[config.mk]
export PLATFORM = sky130hd
export DESIGN_NAME = bytecode_prefetch_flat
export DESIGN_NICKNAME = d
export VERILOG_FILES = /design/src/rtl/bytecode_prefetch_if.sv /design/src/rtl/bytecode_prefetch.sv /design/src/flat_wrapper.sv
export SDC_FILE = /design/constraint.sdc
export NUM_CORES = 1
export LEC_CHECK = 0
export ABC_AREA = 1
export BUFFER_PORTS_ARGS = -buffer_cell sky130_fd_sc_hd__buf_2
export CAP_MARGIN = 15
export CELL_PAD_IN_SITES_DETAIL_PLACEMENT = 0
export CELL_PAD_IN_SITES_GLOBAL_PLACEMENT = 1
export CORE_ASPECT_RATIO = 0.75
export CORE_MARGIN = 4
export CORE_UTILIZATION = 40
export CTS_CLUSTER_DIAMETER = 150
export DETAILED_ROUTE_END_ITERATION = 10
export PLACE_DENSITY = 0.83
export SYNTH_ARGS = -nofsm -noshare
export SYNTH_HDL_FRONTEND = slang
export SYNTH_SLANG_ARGS = --single-unit
export TNS_END_PERCENT = 30
[constraint.sdc]
create_clock -name clk -period 7.16 [get_ports clk]
set_clock_uncertainty 0.2 [all_clocks]
set_input_delay 1.79 -clock clk [delete_from_list [all_inputs] [get_ports clk]]
set_output_delay 1.79 -clock clk [all_outputs]
set_load 0.02 [all_outputs]
[src/rtl/bytecode_prefetch_if.sv]
// Fetch-stage bundle: code-memory read port, decode valid/ready handshake and redirect control.
interface bytecode_prefetch_if #(
  parameter int ADDR_W = 12,
  parameter int LVL_W  = 3
);
  logic              fetch_en;
  logic              redirect;
  logic [ADDR_W-1:0] redirect_pc;
  logic              mem_en;
  logic [ADDR_W-1:0] mem_addr;
  logic [7:0]        mem_rdata;
  logic [7:0]        instr;
  logic [ADDR_W-1:0] pc;
  logic              valid;
  logic              ready;
  logic [LVL_W-1:0]  level;

  modport master (
    input  fetch_en, redirect, redirect_pc, mem_rdata, ready,
    output mem_en, mem_addr, instr, pc, valid, level
  );

  modport slave (
    output fetch_en, redirect, redirect_pc, mem_rdata, ready,
    input  mem_en, mem_addr, instr, pc, valid, level
  );
endinterface

[src/rtl/bytecode_prefetch.sv]
// Prefetching bytecode front end: sequential code-memory reads feed a DEPTH-entry
// {byte, pc} queue presented to decode; redirect flushes and restarts fetch.
module bytecode_prefetch #(
  parameter int                ADDR_W   = 12,
  parameter int                DEPTH    = 4,
  parameter logic [ADDR_W-1:0] RESET_PC = {ADDR_W{1'b0}},
  parameter int                LVL_W    = $clog2(DEPTH + 1)
) (
  input  logic               clk,
  input  logic               rst,
  bytecode_prefetch_if.master bus
);
  localparam int PTR_W = $clog2(DEPTH);
  localparam int CNT_W = LVL_W + 1;

  logic [ADDR_W-1:0] fetch_pc_r;
  logic [ADDR_W-1:0] inflight_pc_r;
  logic              inflight_r;
  logic [7:0]        byte_q_r [DEPTH];
  logic [ADDR_W-1:0] pc_q_r   [DEPTH];
  logic [PTR_W-1:0]  head_r;
  logic [PTR_W-1:0]  tail_r;
  logic [LVL_W-1:0]  count_r;

  logic credit_s;
  logic issue_s;
  logic push_s;
  logic pop_s;

  // Credit counts the in-flight byte so a returning response always has a free slot.
  always_comb begin
    credit_s = ({1'b0, count_r} + {{LVL_W{1'b0}}, inflight_r}) < CNT_W'(DEPTH);
    issue_s  = bus.fetch_en & ~bus.redirect & credit_s & ~rst;
    push_s   = inflight_r & ~bus.redirect;
    pop_s    = (count_r != {LVL_W{1'b0}}) & bus.ready;
  end

  // Fetch pointer, in-flight tracking, queue pointers and occupancy.
  always_ff @(posedge clk or posedge rst) begin
    if (rst) begin
      fetch_pc_r    <= RESET_PC;
      inflight_pc_r <= {ADDR_W{1'b0}};
      inflight_r    <= 1'b0;
      head_r        <= {PTR_W{1'b0}};
      tail_r        <= {PTR_W{1'b0}};
      count_r       <= {LVL_W{1'b0}};
    end else if (bus.redirect) begin
      fetch_pc_r <= bus.redirect_pc;
      inflight_r <= 1'b0;
      head_r     <= {PTR_W{1'b0}};
      tail_r     <= {PTR_W{1'b0}};
      count_r    <= {LVL_W{1'b0}};
    end else begin
      inflight_r <= issue_s;
      if (issue_s) begin
        inflight_pc_r <= fetch_pc_r;
        fetch_pc_r    <= fetch_pc_r + ADDR_W'(1);
      end
      if (push_s) begin
        tail_r <= tail_r + PTR_W'(1);
      end
      if (pop_s) begin
        head_r <= head_r + PTR_W'(1);
      end
      case ({push_s, pop_s})
        2'b10:   count_r <= count_r + LVL_W'(1);
        2'b01:   count_r <= count_r - LVL_W'(1);
        default: count_r <= count_r;
      endcase
    end
  end

  // Queue storage; returning byte is tagged with the address it was issued at.
  always_ff @(posedge clk or posedge rst) begin
    if (rst) begin
      for (int i = 0; i < DEPTH; i++) begin
        byte_q_r[i] <= 8'h00;
        pc_q_r[i]   <= {ADDR_W{1'b0}};
      end
    end else if (push_s) begin
      byte_q_r[tail_r] <= bus.mem_rdata;
      pc_q_r[tail_r]   <= inflight_pc_r;
    end
  end

  // Head entry is read straight out of storage.
  always_comb begin
    bus.mem_en   = issue_s;
    bus.mem_addr = fetch_pc_r;
    bus.instr    = byte_q_r[head_r];
    bus.pc       = pc_q_r[head_r];
    bus.valid    = (count_r != {LVL_W{1'b0}});
    bus.level    = count_r;
  end
endmodule

[src/flat_wrapper.sv]
// flat-port wrapper written by rule: the top's interface ports become plain ports
module bytecode_prefetch_flat 
#(
  parameter int                ADDR_W   = 12,
  parameter int                DEPTH    = 4,
  parameter logic [ADDR_W-1:0] RESET_PC = {ADDR_W{1'b0}},
  parameter int                LVL_W    = $clog2(DEPTH + 1)
)
  (clk, rst, bus_fetch_en, bus_redirect, bus_redirect_pc, bus_mem_rdata, bus_ready, bus_mem_en, bus_mem_addr, bus_instr, bus_pc, bus_valid, bus_level);
  bytecode_prefetch_if #(.ADDR_W(ADDR_W), .LVL_W(LVL_W)) bus_i ();
  input  logic clk;
  input  logic rst;
  input wire logic [$bits(bus_i.fetch_en)-1:0] bus_fetch_en;
  input wire logic [$bits(bus_i.redirect)-1:0] bus_redirect;
  input wire logic [$bits(bus_i.redirect_pc)-1:0] bus_redirect_pc;
  input wire logic [$bits(bus_i.mem_rdata)-1:0] bus_mem_rdata;
  input wire logic [$bits(bus_i.ready)-1:0] bus_ready;
  output wire logic [$bits(bus_i.mem_en)-1:0] bus_mem_en;
  output wire logic [$bits(bus_i.mem_addr)-1:0] bus_mem_addr;
  output wire logic [$bits(bus_i.instr)-1:0] bus_instr;
  output wire logic [$bits(bus_i.pc)-1:0] bus_pc;
  output wire logic [$bits(bus_i.valid)-1:0] bus_valid;
  output wire logic [$bits(bus_i.level)-1:0] bus_level;
  assign bus_i.fetch_en = bus_fetch_en;
  assign bus_i.redirect = bus_redirect;
  assign bus_i.redirect_pc = bus_redirect_pc;
  assign bus_i.mem_rdata = bus_mem_rdata;
  assign bus_i.ready = bus_ready;
  assign bus_mem_en = bus_i.mem_en;
  assign bus_mem_addr = bus_i.mem_addr;
  assign bus_instr = bus_i.instr;
  assign bus_pc = bus_i.pc;
  assign bus_valid = bus_i.valid;
  assign bus_level = bus_i.level;
  bytecode_prefetch #(.ADDR_W(ADDR_W), .DEPTH(DEPTH), .RESET_PC(RESET_PC), .LVL_W(LVL_W)) u_core (.clk(clk), .rst(rst), .bus(bus_i));
endmodule
==> impl_results.md <==
- Status: completed
- Worst Hold Class: reg2reg
- Clock Path Buffers: 2
- Worst r2r dst: u_core.bus.level[2]
- WP depth: 5
- Initial antenna violation count: 0
- Crit Path Max Fanout: 18
- Die Ht: 106 um
- EDFF count, synth: 0
- Crit-path cells: buf_2 > nor2_4 > nand2_2 > nor2_1 > buf_2
- M3 GR Usage: 0.0373
- Fin. Hold Viols: 0
- Chip Width: 139 um
- Cells after Synth: 611
- Largest net degree at the start of global routing: 66
- Slew at the pin closest to its max-slew limit: 0.803 ns
- Root Buffer: clkbuf_16
- Post-CTS Resized: 0
- Ys Warns: 0
- Worst skew pair latency: 0.34 ns
- Most used cell, CP: buf_2
- PortBufs: 61
- Slew headroom: 0.465
- WP buf/inv: 2
- Crit path from: bus_redirect
- NumNets Final: 686
- Synth Flop Type: dfrtp_1
- CTS tree: done
- GRT met1 Usage: 0.250
- Global Route Usage Sum: 0.168
- Share of layout cells above drive strength 1: 0.148
- Antenna Nets Post-Route: 0
- # setup viols final: 0
- DIE AREA: 14700 um2
- Synthesized area: 5130 um2
- Arr. time, crit path: 2.57 ns
- Mean Syn Cell Area: 8.40 um2
- Crit. End Element: output pin
- Critical path class: in2out
- Core Util, Final: 0.469
- Initial core utilization: 0.413
- Slowest stage delay, CP: 0.24 ns
- Clk pin slew, worst setup/hold paths: 0.07 ns
- Syn_nets: 642
- TritonRoute pass-1 iters: 5
- Reg2reg start: u_core.bus.level[1]
- Power Density: 263 nW/um2
- Peak supply drop: 160 uV
- CP required: 5.17 ns
- Worst setup SP type: primary input
- Distinct cells, synth: 29
- Max-cap check violation count: 0
- Crit path capture: bus_mem_en
- Final Wtd Congestion: 0.807
- TNS Setup: 0 ns
- Gr busiest metal: met2
- Row cnt: 35
- R2R Setup Slk: 5.06 ns
- Vias in the first global route: 4130
- CTS H-tree depth: 3
- Final slew viol count: 0
- Fmax: 219 MHz
- Async SR Flop Fraction: 1.00
- Grt ovf: 0
- Total number of vias: 4207
- RSZ-0062 raised after global routing: no
- Slowest cell on the critical path: buf_2
- Fin crit share: 0.636
- Final wirelength: 11900 um
- Seq/Total Area, Yosys: 0.546
- Post-DR wirelength/cell: 14.3 um
- Hold buffers post-CTS: 0
- Num CTS Buffers: 9
- Area Overhead vs Synth: 13.6%
- Global-route wire length before repair: 20500 um
- Crit-path leading delay family: buffers and inverters
- Io pins: 62
- Vias per cell: 5.09
- Minimum clock period: 4.56 ns
- Grt met2 use: 0.256
- DRC Markers: 0
- Postcts setup bufs: 0
- Core area: 12400 um2
- P_leak: 0.00287 uW
- FF-to-FF path depth: 11
- DRT iter0 DRCs: 231
- Synth Register Bits: 112
- Ant. Diodes: 0
- # clock sinks: 112
- Hpwl dp: 7730 um
tightest hold or removal path, stage by stage, from the launching register on:
cell	delay (ns)
dfrtp_1	0.34
nand2_1	0.05
o21ai_0	0.06
layout by cell type (no fill, tap or decap):
cell type   instances
buf_4               5
nand2_1           149
nand2_2             6
dfrtp_1           112
ha_1                5
clkbuf_16           9
inv_1              41
buf_2              61
o21ai_0            72
inv_2               1
o21ai_1            65
o211ai_1            7
nand3_4             1
xor2_1              2
bufinv_16           1
nor2_2              3
nand3_1            16
nand4_1             3
o22ai_1            20
nor2_1             62
clkinv_2            2
clkbuf_8            2
clkinv_1            1
fa_1                1
nand3_2             1
nor2_4              2
inv_4               2
clkinvlp_4          2
a22o_1              1
nand3b_1            1
a21oi_1             4
final cells by class:
class | count | area (um2)
clock buffer | 11 | 253
inverter | 45 | 174
timing repair buffer | 66 | 343
sequential | 112 | 2800
multi-input combinational | 421 | 2000
fill | 1239 | 6610
clock inverter | 5 | 55.1
tap | 166 | 208
metrics by stage:
| step | cell area [um2] | cells | power (uW) | hold slack [ns] | setup WS, ns |
|---|---|---|---|---|---|
| global route | 5830 | 826 | 1620 | 0.305 | 2.52 |
| global placement | 5520 | 810 | 1040 | 0.261 | 2.63 |
| detailed placement | 5520 | 810 | 1040 | 0.268 | 2.61 |
| CTS | 5830 | 826 | 1550 | 0.285 | 2.60 |
| floorplan | 5130 | 611 | 945 | 0.248 | 2.17 |
| finish | 5830 | 826 | 1540 | 0.281 | 2.60 |
worst min path at each step:
stage                 startpoint           endpoint  slack, ns  cells after the start
2_1_floorplan  u_core.pc_q_r[13]  u_core.pc_q_r[13]       0.25                      2
3_5_place_dp   u_core.pc_q_r[14]  u_core.pc_q_r[14]       0.27                      2
3_3_place_gp   u_core.pc_q_r[29]  u_core.pc_q_r[29]       0.26                      2
4_1_cts        u_core.pc_q_r[14]  u_core.pc_q_r[14]       0.28                      2
5_1_grt        u_core.pc_q_r[46]  u_core.pc_q_r[46]       0.30                      2
6_report       u_core.pc_q_r[14]  u_core.pc_q_r[14]       0.28                      2
cell usage after synthesis, types with 6 or more instances:
library cell    n  area, um2
buf_2          17       85.1
clkbuf_1       11       41.3
dfrtp_1       112       2800
inv_1          42        158
nand2_1       149        559
nand2_2         6       37.5
nand3_1        16       80.1
nor2_1         62        233
o211ai_1        7       52.6
o21ai_0        72        360
o21ai_1        65        325
o22ai_1        20        125
routing by layer:
metal	vias up	wire length (um)
met1	1991	6100
met2	126	5070
met4	0	63
met3	7	611
li1	2083	-
met5	-	0
where the power goes:
group / leakage (uW) / internal [uW] / switching [uW]
Clock: 0.000148 / 289 / 216
Combinational: 0.00123 / 95.8 / 191
Sequential: 0.00149 / 698 / 45.7
Total: 0.00287 / 1080 / 452
sequential cells by signal (all words and copies together), names as in the netlist:
register	flops
u_core.inflight_pc_r	12
u_core.bus.level	3
u_core.bus.mem_addr	12
u_core.byte_q_r	32
u_core.tail_r	2
u_core.head_r	2
u_core.inflight_r	1
u_core.pc_q_r	48
cell families (layout without fill, tap and decap cells):
logic type / count (synthesis) / after routing / share of synthesized area
AO/OA/AOI/OAI: 169 / 169 / 0.174
XOR/XNOR: 2 / 2 / 0.00341
adder cells (fa/ha/maj): 6 / 6 / 0.0161
buffers and inverters: 78 / 127 / 0.0653
flip-flops: 112 / 112 / 0.546
AND/OR/NAND/NOR: 244 / 244 / 0.196
(Power assumes the default switching activity.)
